$ cat src/rtl/sram_rdata_ctrl.sv
// sram_rdata_ctrl: read path of the AXI4 SRAM slave.
// Takes the per-beat address stream from the burst address generator, issues one
// SRAM read per accepted beat, captures the data one cycle later and queues it in a
// small circular buffer that drives the AXI4 R channel in order.
// Ports:
//   aclk_i, areset_i             clock, synchronous active-high reset
//   addr_i/addr_last_i/id_i      beat byte address, last-beat flag, burst ID
//   addr_valid_i/addr_ready_o    beat handshake (ready is credit based, registered only)
//   sram_cs_o/sram_addr_o        SRAM read strobe and word address
//   sram_rdata_i                 SRAM read data, valid one cycle after sram_cs_o
//   rid_o/rdata_o/rresp_o/rlast_o/rvalid_o/rready_i   AXI4 R channel
module sram_rdata_ctrl #(
    parameter int unsigned ADDR_WIDTH = 32,
    parameter int unsigned DATA_WIDTH = 64,
    parameter int unsigned ID_WIDTH   = 4,
    parameter int unsigned SRAM_AW    = 10,
    parameter int unsigned BUF_DEPTH  = 3
) (
    input  logic                  aclk_i,
    input  logic                  areset_i,
    input  logic [ADDR_WIDTH-1:0] addr_i,
    input  logic                  addr_last_i,
    input  logic [ID_WIDTH-1:0]   id_i,
    input  logic                  addr_valid_i,
    output logic                  addr_ready_o,
    output logic                  sram_cs_o,
    output logic [SRAM_AW-1:0]    sram_addr_o,
    input  logic [DATA_WIDTH-1:0] sram_rdata_i,
    output logic [ID_WIDTH-1:0]   rid_o,
    output logic [DATA_WIDTH-1:0] rdata_o,
    output logic [1:0]            rresp_o,
    output logic                  rlast_o,
    output logic                  rvalid_o,
    input  logic                  rready_i
);

    localparam int unsigned OFT = $clog2(DATA_WIDTH / 8);
    localparam int unsigned HI  = SRAM_AW + OFT;
    localparam int unsigned PW  = $clog2(BUF_DEPTH);
    localparam int unsigned CW  = $clog2(BUF_DEPTH + 1);

    typedef struct packed {
        logic [ID_WIDTH-1:0]   id;
        logic [DATA_WIDTH-1:0] data;
        logic [1:0]            resp;
        logic                  last;
    } entry_t;

    logic                up_q;       // low for the reset cycle, gates addr_ready_o
    logic                infl_q;     // a read is waiting for sram_rdata_i this cycle
    logic [ID_WIDTH-1:0] infl_id_q;
    logic                infl_last_q;
    logic                infl_err_q;
    entry_t              mem_q [BUF_DEPTH];
    logic [PW-1:0]       wr_ptr_q;
    logic [PW-1:0]       rd_ptr_q;
    logic [CW-1:0]       occ_q;

    logic                oor;
    logic                hs;
    logic                push;
    logic                pop;
    logic [CW:0]         used;
    entry_t              push_entry;
    entry_t              head;

    // Out-of-range: any address bit above the SRAM word address field is set.
    generate
        if (ADDR_WIDTH > HI) begin : g_hi
            assign oor = |addr_i[ADDR_WIDTH-1:HI];
        end else begin : g_nohi
            assign oor = 1'b0;
        end
        if (OFT > 0) begin : g_lsb
            logic unused_lsb;
            assign unused_lsb = ^addr_i[OFT-1:0];
        end
    endgenerate

    function automatic logic [PW-1:0] ptr_inc(input logic [PW-1:0] p);
        return (p == PW'(BUF_DEPTH - 1)) ? '0 : p + PW'(1);
    endfunction

    // Credit: buffered entries plus the one in flight must leave room for a new beat.
    assign used         = {1'b0, occ_q} + (CW + 1)'(infl_q);
    assign addr_ready_o = up_q && (used < (CW + 1)'(BUF_DEPTH));
    assign hs           = addr_valid_i && addr_ready_o;
    assign sram_cs_o    = hs && !oor;
    assign sram_addr_o  = addr_i[HI-1:OFT];

    assign push = infl_q;
    assign pop  = rvalid_o && rready_i;

    // Entry built from the captured beat and the SRAM data arriving this cycle.
    always_comb begin
        push_entry.id   = infl_id_q;
        push_entry.data = infl_err_q ? '0 : sram_rdata_i;
        push_entry.resp = infl_err_q ? 2'b10 : 2'b00;
        push_entry.last = infl_last_q;
    end

    // Head of the buffer drives the R channel directly from storage.
    assign head     = mem_q[rd_ptr_q];
    assign rid_o    = head.id;
    assign rdata_o  = head.data;
    assign rresp_o  = head.resp;
    assign rlast_o  = head.last;
    assign rvalid_o = (occ_q != '0);

    // In-flight capture, buffer storage, pointers and occupancy.
    always_ff @(posedge aclk_i) begin
        if (areset_i) begin
            up_q        <= 1'b0;
            infl_q      <= 1'b0;
            infl_id_q   <= '0;
            infl_last_q <= 1'b0;
            infl_err_q  <= 1'b0;
            wr_ptr_q    <= '0;
            rd_ptr_q    <= '0;
            occ_q       <= '0;
            for (int i = 0; i < BUF_DEPTH; i++) begin
                mem_q[i] <= '0;
            end
        end else begin
            up_q   <= 1'b1;
            infl_q <= hs;
            if (hs) begin
                infl_id_q   <= id_i;
                infl_last_q <= addr_last_i;
                infl_err_q  <= oor;
            end
            if (push) begin
                mem_q[wr_ptr_q] <= push_entry;
                wr_ptr_q        <= ptr_inc(wr_ptr_q);
            end
            if (pop) begin
                rd_ptr_q <= ptr_inc(rd_ptr_q);
            end
            if (push && !pop) begin
                occ_q <= occ_q + CW'(1);
            end else if (!push && pop) begin
                occ_q <= occ_q - CW'(1);
            end
        end
    end

    // The credit rule must never let a push land on a full buffer.
    a_no_overflow: assert property (@(posedge aclk_i) disable iff (areset_i)
        !(push && !pop && occ_q == CW'(BUF_DEPTH)));

endmodule
$ cat config.mk
export PLATFORM = sky130hd
export DESIGN_NAME = sram_rdata_ctrl
export DESIGN_NICKNAME = d
export VERILOG_FILES = /design/src/rtl/sram_rdata_ctrl.sv
export SDC_FILE = /design/constraint.sdc
export NUM_CORES = 1
export LEC_CHECK = 0
export ABC_AREA = 1
export CAP_MARGIN = 20
export CORE_ASPECT_RATIO = 1.4
export CORE_MARGIN = 10
export CORE_UTILIZATION = 50
export DETAILED_ROUTE_END_ITERATION = 16
export PLACE_DENSITY = 0.75
export SLEW_MARGIN = 20
export SYNTH_ARGS = -nofsm -noshare
export SYNTH_HDL_FRONTEND = slang
export SYNTH_SLANG_ARGS = --single-unit
$ cat constraint.sdc
create_clock -name aclk_i -period 11.59 [get_ports aclk_i]
set_input_delay 2.318 -clock aclk_i [delete_from_list [all_inputs] [get_ports aclk_i]]
set_output_delay 2.318 -clock aclk_i [all_outputs]
set_load 0.01 [all_outputs]
Yosys cells after proc, flatten, opt, wreduce, memory -nomap -nowiden
Memories as Yosys holds them, arrays and structs flattened. A register that Yosys moved wholly into a read port is not among the register bits.
Cells that the tools add are included.
- register bits after elaboration: 14
- RAM bits: 213
- memories: 1
- add/sub/neg operators: 5
- $lt $le $gt $ge: 1
- eq/ne operators: 2
- mux-type cells: 17
- reduce and logical (&&, ||, !) cells: 13
- memory list (memory ; depth ; width ; rd ports ; clocked after memory_dff ; wr ports ; line ; source):
    mem_q ; 3 ; 71 ; 1 ; 1 ; 3 ; 54 ; entry_t mem_q [BUF_DEPTH];
- operator list (cell ; count):
    $mux W71 ; 1
    $reduce_or A71 Y1 ; 1
    $mux W64 ; 1
    $reduce_or A19 Y1 ; 1
    $mux W2 ; 8
    $mux W1 ; 7
    $add A2 B1 Y2 const B ; 3
    $logic_and A1 B1 Y1 ; 6
    $eq A2 B2 Y1 const B ; 2
    $reduce_bool A2 Y1 ; 2
    $add A2 B1 Y3 ; 1
    $logic_not A1 Y1 ; 3
    $lt A3 B2 Y1 const B ; 1
    $sub A2 B1 Y2 const B ; 1

Logic depth before layout (Yosys ltp)
- depth after elaboration: 5
- mapped depth: 9
- gate-level depth less buffers: 9

Worst setup path after synthesis
Ideal clock, no wire load.
- kind: input to register
- from: input areset_i
- to: memory mem_q[3][0] (netlist bit) (enable)
- library setup time: 0.671 ns
- data arrival time: 9.277 ns
- data required time: 10.919 ns
- slack: 1.642 ns
- stages on the path: 2
- buffers on the path: 1
- path through: buf_2 nor4_1
- RTL lines (what ; line ; source):
    start: declaration ; 20 ; input logic areset_i,
    end: declaration ; 54 ;

Worst setup path after layout
- from: input addr_valid_i
- to: output sram_cs_o
- word-level cells in the longest chain between the ends: 2
- ends and longest elaborated chain (what ; line ; source):
    start: declaration ; 24 ; input logic addr_valid_i,
    $logic_and A1 B1 Y1 ; 87 ; assign hs = addr_valid_i && addr_ready_o;
    $logic_and A1 B1 Y1 ; 88 ; assign sram_cs_o = hs && !oor;
    end: declaration ; 26 ; output logic sram_cs_o,
Every way passes these cells.

==> results.md <==
- Run status: finished clean
- DRT antenna net count: 0
- First-pass iteration count of the detailed router: 5
- DR iter-0 viols: 700
- Initial antenna violation count: 0
- FF/Latch Area: 8730 sq um
- Main synth FF type: edfxtp_1
- Crit path depth: 6
- Grt total ovfl: 0
- Diodes inserted: 0
- Clock Latency Late Sink: 0.52 ns
- Slowest CP cell: clkdlybuf4s50_1
- CTS tree: built
- Endpoints failing hold: 0
- Via count: 8881
- Placed Area: 14300 sq um
- Crit-path max FO: 6
- Min-delay worst type: reg -> reg
- Worst Hold Depth: 0
- CTS Sinks: 296
- DRC errors left: 0
- Multi-input logic area: 3100 sq um
- Max stage delay on crit path: 0.56 ns
- Resized Gates After CTS: 0
- Gr usage total: 18.1%
- Yosys cell types: 26
- CTS clk-pin slew, worst paths: 0.06 ns
- Synthesized instance count: 1161
- Final HPWL DP: 16000 um
- Setup_tns: 0 ns
- Ys async rst share: 0%
- Period Utilization, post-route: 54.0%
- Die span in x: 154 um
- Yosys warns: 0
- Wire per inst: 18.6 um
- Pleak: 5.81 nW
- Initial Utilization: 51.1%
- Root buf cell: clkbuf_16
- Seq/Total Area, Yosys: 69.0%
- Row cnt: 68
- Syn avg cell area: 10.9 sq um
- Vias per cell: 5.49
- Endpoint type of the worst setup path: primary output
- Area growth from synthesis to layout: 20.3%
- DIE HEIGHT: 208 um
- Pwr dens: 173 nW/um^2
- Core box area: 24800 sq um
- Worst-margin pin slew: 1.10 ns
- Reg2Reg Depth: 5
- Pins Over Slew Limit: 0
- Required time worst endpoint: 9.27 ns
- Synth Cell Area: 12600 sq um
- Gpl congestion: 0.762
- Compound-Gate Fraction of Synth Area: 9.56%
- Util after Layout: 61.4%
- Worst path cell trace: clkdlybuf4s50_1 > inv_1 > nor2_1 > nand2_1 > nor2_1 > clkdlybuf4s50_1
- Syn_nets: 1269
- Buffers & Inverters on Critical Path: 3
- Worst Hold Slack: 0.461 ns
- XOR/XNOR Fraction of Synth Area: 0%
- Slew HR: 26.9%
- RSZ-0062 raised after global routing: false
- Mux share of post-synthesis cell area: 0%
- Register bit total from synthesis: 296
- Number of H-tree levels: 1
- Family with the most delay on the worst path: buffers and inverters
- Crit path launch type: input pin
- Fillers: 1983
- Number of synthesized flops with an enable pin: 280
- Cell taking the most area after synthesis: edfxtp_1
- Max-cap viol count: 0
- Nets: 1391
- Largest net degree at the start of global routing: 89
- CTS Hold Bufs: 0
- Final Skew: 0.00569 ns
- Fraction of layout cells with a size suffix above 1: 6.91%
- Fmax: 160 MHz
- Setup violators final: 0
- Final WL: 30200 um
- Critical path arrival: 3.94 ns
- Adder-Cell Fraction of Synth Area: 0.297%
- Finished Cell Area: 15200 sq um
- Peak supply drop: 0.125 mV
- Largest family of logic cells by synthesized area: simple AND/OR/NAND/NOR gates
- Port bufs: 164
- Critical setup path kind: in -> out
- Synth top area cells: edfxtp_1 (67%), nor2_1 (11%), o22ai_1 (3.5%), o21ai_0 (3.3%), nand2_1 (2.7%)
- Die area: 32100 sq um
- First-pass GRT wire length: 47800 um
- Vias in the first global route: 9332
- Synth Area in Simple Gates: 14.3%
- Cts bufs inserted: 27
- Post-layout minimum cycle time: 6.26 ns
- I/O pins: 189
- Top cell type's share of synthesized area: 66.5%
- Placed cells: 1568
- Final Instance Count excl. Fillers: 1617
- Post-CTS Setup Inserts: 0
- Longest Clk Path Bufs: 3
[stage by stage]
| stage | setup slack [ns] | total power [mW] |
|---|---|---|
| 3_5_place_dp | 5.31 | 1.74 |
| 3_3_place_gp | 5.32 | 1.74 |
| 6_report | 5.33 | 2.63 |
| 4_1_cts | 5.30 | 2.65 |
| 5_1_grt | 5.22 | 2.73 |
| 2_1_floorplan | 1.64 | 1.51 |
[layer usage]
layer,up-vias,track usage (%),wire length [um]
li1,4188,-,-
met1,4312,20.3,11300
met2,327,32.7,15800
met3,54,4.00,2330
met4,0,6.48,702
met5,-,0,0
[cells in the final DEF, fill, tap and decap left out, types with 6 or more instances in the layout]
cell	Yosys	routed
nor2_1	370	370
edfxtp_1	280	280
clkdlybuf4s50_1	0	164
nand2_1	91	88
o21ai_0	83	83
o22ai_1	70	70
o21ai_1	60	60
inv_1	57	57
clkbuf_16	0	27
inv_2	26	26
dfxtp_1	16	14
buf_4	13	12
a21oi_1	8	8
clkinv_2	0	6
[cells in the mapped netlist (2+ instances only)]
| cell type | count |
|---|---|
| nor2_1 | 370 |
| edfxtp_1 | 280 |
| nand2_1 | 91 |
| o21ai_0 | 83 |
| o22ai_1 | 70 |
| o21ai_1 | 60 |
| inv_1 | 57 |
| clkbuf_1 | 28 |
| inv_2 | 26 |
| buf_2 | 24 |
| buf_6 | 19 |
| dfxtp_1 | 16 |
| buf_4 | 13 |
| a21oi_1 | 8 |
| ha_1 | 3 |
| nand3_2 | 2 |
| o31ai_1 | 2 |
[kinds of logic (layout without fill, tap and decap cells)]
logic type      after synthesis  after routing
compound gates              223            223
other cells                   1              1
fa+ha+maj                     3              3
simple gates                470            470
buf+inv                     168            309
flops                       296            296
[worst reg2reg max path: cells and delay by family, from the launching register on]
| kind | cells | cell delay (ns) |
|---|---|---|
| buffers and inverters | 2 | 0.66 |
| DFF | 1 | 0.41 |
| and+or+nand+nor | 3 | 0.72 |
[flip-flops by register name, indices dropped and copies added, names as in the netlist, named ones only]
| name | count |
|---|---|
| infl_err_q | 1 |
| infl_id_q | 4 |
| infl_last_q | 1 |
| infl_q | 1 |
| mem_q | 280 |
| occ_q | 2 |
| rd_ptr_q | 2 |
| up_q | 1 |
| wr_ptr_q | 2 |
[report_power, final]
group / switching [mW] / internal (mW) / leakage, nW
sequential: 0.0241 / 1.21 / 2.94
clock: 0.368 / 0.549 / 0.452
combinational: 0.273 / 0.213 / 2.42
total: 0.665 / 1.97 / 5.81
[layout make-up]
cell class	instances	share of cell area (%)
multi-input combinational	697	20.4
timing repair buffer	177	11.5
inverter	84	2.09
clock buffer	33	4.72
sequential	296	57.4
clock inverter	15	1.28
tap	315	2.59
[path summary, 6_finish.rpt]
check / startpoint / endpoint / slack, ns
worst max-delay path: addr_valid_i / sram_cs_o / 5.33
worst min register to register: infl_id_q[2]$_SDFFE_PP0P_ / mem_q[3][69]$_DFFE_PP_ / 0.46
worst min-delay path: infl_id_q[2]$_SDFFE_PP0P_ / mem_q[3][69]$_DFFE_PP_ / 0.46
worst max register to register: infl_q$_SDFF_PP0_ / mem_q[0][36]$_SDFFCE_PN0P_ / 9.41
(Power assumes the default switching activity.)
